$ cat config.mk
export PLATFORM = sky130hd
export DESIGN_NAME = riot_input_conditioner
export DESIGN_NICKNAME = d
export VERILOG_FILES = /design/src/rtl/riot_input_pkg.sv /design/src/rtl/riot_input_conditioner_debounce_bit.sv /design/src/rtl/riot_input_conditioner.sv
export SDC_FILE = /design/constraint.sdc
export NUM_CORES = 1
export LEC_CHECK = 0
export CORE_AREA = 4 4 90 92
export DETAILED_ROUTE_END_ITERATION = 6
export DIE_AREA = 0 0 94 96
export PLACE_DENSITY = 0.74
export REMOVE_ABC_BUFFERS = 1
export SETUP_SLACK_MARGIN = 0.4
export SYNTH_ARGS = -nofsm -noshare
export SYNTH_HDL_FRONTEND = slang
export SYNTH_SLANG_ARGS = --single-unit
$ cat constraint.sdc
create_clock -name CLK -period 1.75 [get_ports CLK]
set_input_delay 0.525 -clock CLK [delete_from_list [all_inputs] [get_ports CLK]]
set_output_delay 0.525 -clock CLK [all_outputs]
set_load 0.02 [all_outputs]
$ cat src/rtl/riot_input_pkg.sv
// Shared constants and port-image mapping for the RIOT input conditioner.
// Raw vector: bits [7:0] mirror PAin positions, bits [12:8] are console switches.
package riot_input_pkg;

  localparam int NUM_BITS = 13;

  localparam int PA_P0_RIGHT = 7;
  localparam int PA_P0_LEFT  = 6;
  localparam int PA_P0_DOWN  = 5;
  localparam int PA_P0_UP    = 4;
  localparam int PA_P1_RIGHT = 3;
  localparam int PA_P1_LEFT  = 2;
  localparam int PA_P1_DOWN  = 1;
  localparam int PA_P1_UP    = 0;

  localparam int PB_RESET  = 0;
  localparam int PB_SELECT = 1;
  localparam int PB_PAUSE  = 3;
  localparam int PB_DIFF_L = 6;
  localparam int PB_DIFF_R = 7;

  localparam logic [7:0] PA_RESET_VAL   = 8'hFF;
  localparam logic [7:0] PB_RESET_VAL   = 8'h3F;
  localparam logic [7:0] PB_UNUSED_MASK = 8'h34;

  localparam int RAW_RESET  = 8;
  localparam int RAW_SELECT = 9;
  localparam int RAW_PAUSE  = 10;
  localparam int RAW_DIFF_L = 11;
  localparam int RAW_DIFF_R = 12;

  typedef struct packed {
    logic [7:0] pa;
    logic [7:0] pb;
  } port_img_t;

  // Contacts are 1 = pressed; RIOT expects active-low buttons, difficulty as-is.
  function automatic port_img_t map_ports(input logic [NUM_BITS-1:0] s);
    port_img_t img;
    img.pa            = ~s[7:0];
    img.pb            = PB_UNUSED_MASK;
    img.pb[PB_RESET]  = ~s[RAW_RESET];
    img.pb[PB_SELECT] = ~s[RAW_SELECT];
    img.pb[PB_PAUSE]  = ~s[RAW_PAUSE];
    img.pb[PB_DIFF_L] = s[RAW_DIFF_L];
    img.pb[PB_DIFF_R] = s[RAW_DIFF_R];
    return img;
  endfunction

endpackage

$ cat src/rtl/riot_input_conditioner_debounce_bit.sv
// One conditioned contact: synchroniser chain, tick-gated debounce counter, stable flop.
// stable_nxt lets the top register its port image on the same edge the bit flips.
module debounce_bit #(
  parameter int SYNC_STAGES      = 2,
  parameter int DEBOUNCE_SAMPLES = 4
) (
  input  logic CLK,
  input  logic RES_n,
  input  logic raw,
  input  logic tick,
  input  logic bypass,
  output logic stable,
  output logic stable_nxt
);

  localparam int CW = (DEBOUNCE_SAMPLES > 1) ? $clog2(DEBOUNCE_SAMPLES) : 1;
  localparam logic [CW-1:0] CNT_LAST = CW'(DEBOUNCE_SAMPLES - 1);

  logic [SYNC_STAGES-1:0] r_sync;
  logic [CW-1:0]          r_cnt;
  logic [CW-1:0]          w_cnt_nxt;
  logic                   r_stable;
  logic                   w_stable_nxt;
  logic                   w_sync;

  assign w_sync = r_sync[SYNC_STAGES-1];

  // Any agreeing tick throws away the partial count, so bounces never accumulate.
  always_comb begin
    w_stable_nxt = r_stable;
    w_cnt_nxt    = r_cnt;
    if (bypass) begin
      w_stable_nxt = w_sync;
      w_cnt_nxt    = '0;
    end else if (tick) begin
      if (w_sync == r_stable) begin
        w_cnt_nxt = '0;
      end else if (r_cnt == CNT_LAST) begin
        w_stable_nxt = ~r_stable;
        w_cnt_nxt    = '0;
      end else begin
        w_cnt_nxt = r_cnt + 1'b1;
      end
    end
  end

  always_ff @(posedge CLK or negedge RES_n) begin
    if (!RES_n) begin
      r_sync   <= '0;
      r_cnt    <= '0;
      r_stable <= 1'b0;
    end else begin
      r_sync   <= {r_sync[SYNC_STAGES-2:0], raw};
      r_cnt    <= w_cnt_nxt;
      r_stable <= w_stable_nxt;
    end
  end

  assign stable     = r_stable;
  assign stable_nxt = w_stable_nxt;

endmodule

$ cat src/rtl/riot_input_conditioner.sv
// Joystick/console-switch front end for RIOT: sync, debounce, remap to PAin/PBin.
// One shared tick divider paces all 13 debouncers so every bit is sampled in lockstep.
module riot_input_conditioner
  import riot_input_pkg::*;
#(
  parameter int SYNC_STAGES      = 2,
  parameter int TICK_DIV         = 1193,
  parameter int DEBOUNCE_SAMPLES = 4
) (
  input  logic       CLK,
  input  logic       RES_n,
  input  logic [3:0] joy0,
  input  logic [3:0] joy1,
  input  logic       sw_reset,
  input  logic       sw_select,
  input  logic       sw_pause,
  input  logic       diff_l,
  input  logic       diff_r,
  input  logic       bypass,
  output logic [7:0] PAin,
  output logic [7:0] PBin,
  output logic       changed
);

  localparam int DW = (TICK_DIV > 1) ? $clog2(TICK_DIV) : 1;
  localparam logic [DW-1:0] DIV_LAST = DW'(TICK_DIV - 1);

  logic [DW-1:0]       r_div;
  logic                w_tick;
  logic [NUM_BITS-1:0] w_raw;
  logic [NUM_BITS-1:0] w_stable;
  logic [NUM_BITS-1:0] w_stable_nxt;
  port_img_t           w_img_cur;
  port_img_t           w_img_nxt;
  logic [7:0]          r_pa;
  logic [7:0]          r_pb;
  logic                r_changed;

  assign w_tick = (r_div == '0);

  always_ff @(posedge CLK or negedge RES_n) begin
    if (!RES_n)      r_div <= DIV_LAST;
    else if (w_tick) r_div <= DIV_LAST;
    else             r_div <= r_div - 1'b1;
  end

  always_comb begin
    w_raw              = '0;
    w_raw[PA_P0_RIGHT] = joy0[3];
    w_raw[PA_P0_LEFT]  = joy0[2];
    w_raw[PA_P0_DOWN]  = joy0[1];
    w_raw[PA_P0_UP]    = joy0[0];
    w_raw[PA_P1_RIGHT] = joy1[3];
    w_raw[PA_P1_LEFT]  = joy1[2];
    w_raw[PA_P1_DOWN]  = joy1[1];
    w_raw[PA_P1_UP]    = joy1[0];
    w_raw[RAW_RESET]   = sw_reset;
    w_raw[RAW_SELECT]  = sw_select;
    w_raw[RAW_PAUSE]   = sw_pause;
    w_raw[RAW_DIFF_L]  = diff_l;
    w_raw[RAW_DIFF_R]  = diff_r;
  end

  for (genvar g = 0; g < NUM_BITS; g++) begin : g_bit
    debounce_bit #(
      .SYNC_STAGES     (SYNC_STAGES),
      .DEBOUNCE_SAMPLES(DEBOUNCE_SAMPLES)
    ) u_db (
      .CLK       (CLK),
      .RES_n     (RES_n),
      .raw       (w_raw[g]),
      .tick      (w_tick),
      .bypass    (bypass),
      .stable    (w_stable[g]),
      .stable_nxt(w_stable_nxt[g])
    );
  end

  assign w_img_cur = map_ports(w_stable);
  assign w_img_nxt = map_ports(w_stable_nxt);

  // Outputs load the next stable image, so they move on the same edge as the flip.
  always_ff @(posedge CLK or negedge RES_n) begin
    if (!RES_n) begin
      r_pa      <= PA_RESET_VAL;
      r_pb      <= PB_RESET_VAL;
      r_changed <= 1'b0;
    end else begin
      r_pa      <= w_img_nxt.pa;
      r_pb      <= w_img_nxt.pb;
      r_changed <= (w_img_nxt != w_img_cur);
    end
  end

  assign PAin    = r_pa;
  assign PBin    = r_pb;
  assign changed = r_changed;

endmodule
==> reports/qor.yml <==
fin_worst_skew_ns: 0.00832
cts_buffer_depth: 2
crit_path_end: "g_bit[4].u_db.stable$_DFF_PN0_"
finalHoldViolCount: 0
ys_warn_count: 0
drive_gt1_share_pct: 36.3
grt_pass1_vias: 2560
clk_latency_ns: 0.35
switchingPower_uw: 977
r2r_end: "g_bit[4].u_db.stable$_DFF_PN0_"
cts.clk_slew.worst_paths_ns: 0.08
viasPerCell: 5.21
htreeDepth: 3
syn_to_final_growth_pct: 30.8
post_dp_cell_area_um2: 4200
cts_tree: "yes"
timing.final.crit_share_pct: 99.5
cts_hold_buf: 0
die_x_um: 94
critPathArrivalTime_ns: 1.97
die_h_um: 96
io_buffers: 29
ios: 33
drv_cap: 0
n_antenna_cell: 0
switching_share_pct: 24.2
gp_congestion: 0.821
hp-class: "in2async"
final-setup-viol-count: 0
outcome: "finished, final reports clean"
place_hpwl_um: 4310
cts-root-buf: "clkbuf_8"
powerDensity_nw_per_um2: 839
syn_inst: 314
worst_r2r_startpoint: "r_div[1]$_DFF_PN0_"
crit_type: "reg2reg"
groute.usage.overall_pct: 17.1
most-common-layout-cells: "dfrtp_1 (73), nand3_1 (25), a21oi_1 (23), nor2_1 (23), buf_4 (22)"
synth-seq-cells: 88
numCtsBuffers: 9
numClockSinks: 88
r2r_setup_slack_ns: 0.008
power_frac_comb_pct: 10.1
dieArea_um2: 9020
design_area_um2: 4810
layout_commonest_cell: "dfrtp_1"
antenna_found_initial: 0
initial_utilization_pct: 51.0
synth_area_um2: 3680
grt_max_degree: 34
rows: 31
cp_max_fo: 13
grt_overflow: 0
crit_required_ns: 1.98
first_pass_iters: 4
p_leak_uw: 0.00212
synthDistinctLibCells: 33
ir_drop_mv: 0.669
fin_setup_tns_ns: 0
via_count: 2497
wire_per_inst_um: 15.0
slew_viol_final: 0
r2r_cells: 6
drt_drc_violations_left: 0
design.core.area_um2: 7210
postRouteAntennaNets: 0
crit_start: "r_div[1]$_DFF_PN0_"
max_freq_ghz: 0.574
drt_iter0_drc: 149
seq_power_share_pct: 54.3
endpoint_kind: "flip-flop"
ys_seq_area_share_pct: 60.3
rsz0062_at_grt: "yes"
postSynthAreaPerCell_um2: 11.7
grt_pass1_wl_um: 12000
cp-start-kind: "flip-flop"
period_minus_slack_ns: 1.74
wl_um: 7180
p_clk_share_pct: 35.6
nNetsFinal: 406
p_int_uw: 3060
## stage by stage
stage | hold WS, ns | utilization [%] | worst slack, ns | total power (uW) | cells
after CTS | 0.0125 | 65.0 | 0.0353 | 4060 | 476
after detailed placement | 0.335 | 58.2 | -0.0755 | 2610 | 448
after global routing | 0.0203 | 66.7 | -0.0912 | 4190 | 479
after global placement | 0.332 | 58.2 | -0.0203 | 2600 | 448
after floorplan | 0.229 | - | -0.595 | 2400 | 299
final | 0.0204 | 66.7 | 0.00835 | 4040 | 479
## flip-flops by register name, indices dropped and copies added (netlist names)
| signal | flops |
|---|---|
| changed | 1 |
| PBin | 5 |
| g_bit.u_db.r_cnt | 26 |
| PAin | 8 |
| g_bit.u_db.r_sync | 26 |
| g_bit.u_db.stable | 11 |
| r_div | 11 |
## power groups by stage
stage | clock network (uW) | registers [uW] | logic, uW
global route | 1550 | 2200 | 444
CTS | 1460 | 2190 | 406
detailed placement | 0 | 2220 | 384
finish | 1440 | 2190 | 408
global placement | 0 | 2220 | 376
floorplan | 0 | 2260 | 138
## layer usage
metal / up-vias / wire, um / global-route usage (%) / share of wire (%)
li1: 1187 / - / - / -
met1: 1250 / 3060 / 22.6 / 43
met2: 47 / 3730 / 27.3 / 52
met3: 13 / 246 / 2.74 / 3.4
met4: 0 / 156 / 8.90 / 2.2
met5: - / 0 / 0 / 0
## synthesized netlist by cell type (all sizes together)
cell type  number  area [um2]
a21oi          39         214
a222oi          1        10.0
a22oi           5        37.5
and4b           1        10.0
buf            11        83.8
clkbuf          6        22.5
conb            1        3.75
dfrtp          73        1830
dfstp          15         394
ha             15         188
inv            13        48.8
mux2           13         165
nand2          31         116
nand3          26         130
nand3b          1        7.51
nand4           1        6.26
nand4b          1        8.76
nor2           23        86.3
nor3            2        10.0
nor4            7        65.1
o21ai           1        5.00
o41ai           1        8.76
or3             1        6.26
or4             1        7.51
xnor2           7        61.3
xor2           18         158
## area by class of cell
class | count | area, um2
Clock buffer | 11 | 151
Sequential cell | 88 | 2220
Timing Repair Buffer | 65 | 716
Multi-Input combinational cell | 198 | 1500
Fill cell | 513 | 2400
Inverter | 13 | 48.8
Tap cell | 99 | 124
Clock inverter | 5 | 55.1
## worst min path at each step
stage,endpoint,startpoint,slack [ns],cells after the start
floorplan,PBin[6]$_DFF_PN0_,RES_n,0.23,0
global placement,g_bit[0].u_db.r_sync[1]$_DFF_PN0_,g_bit[0].u_db.r_sync[0]$_DFF_PN0_,0.33,0
detailed placement,g_bit[12].u_db.r_sync[1]$_DFF_PN0_,g_bit[12].u_db.r_sync[0]$_DFF_PN0_,0.33,0
CTS,g_bit[5].u_db.r_sync[0]$_DFF_PN0_,RES_n,0.01,1
global route,g_bit[5].u_db.r_sync[1]$_DFF_PN0_,RES_n,0.02,1
finish,g_bit[5].u_db.r_sync[0]$_DFF_PN0_,RES_n,0.02,1
## timing repair
item | CTS | global route
buffers inserted | 10 | 3
setup endpoints to repair | 74 | 76
gates cloned | 2 | 0
gates resized for setup | 109 | 29
pin swaps | 11 | 8
## cells by family (layout without fill, tap and decap cells)
family / after synthesis / in the layout / share of synthesized area [%]
mux: 13 / 13 / 4.49
simple gates: 95 / 95 / 12.3
other cells: 1 / 3 / 0.102
xor+xnor: 25 / 25 / 5.95
compound gates: 47 / 47 / 7.48
flops: 88 / 88 / 60.3
buf+inv: 30 / 94 / 4.21
fa+ha+maj: 15 / 15 / 5.10
## critical path: stages, from the launching register on
cell	delay, ns
dfrtp_1	0.38
inv_1	0.07
ha_1	0.19
and4b_2	0.25
buf_6	0.16
a21oi_1	0.20
mux2_2	0.37
Power figures use the tool's default switching activity.
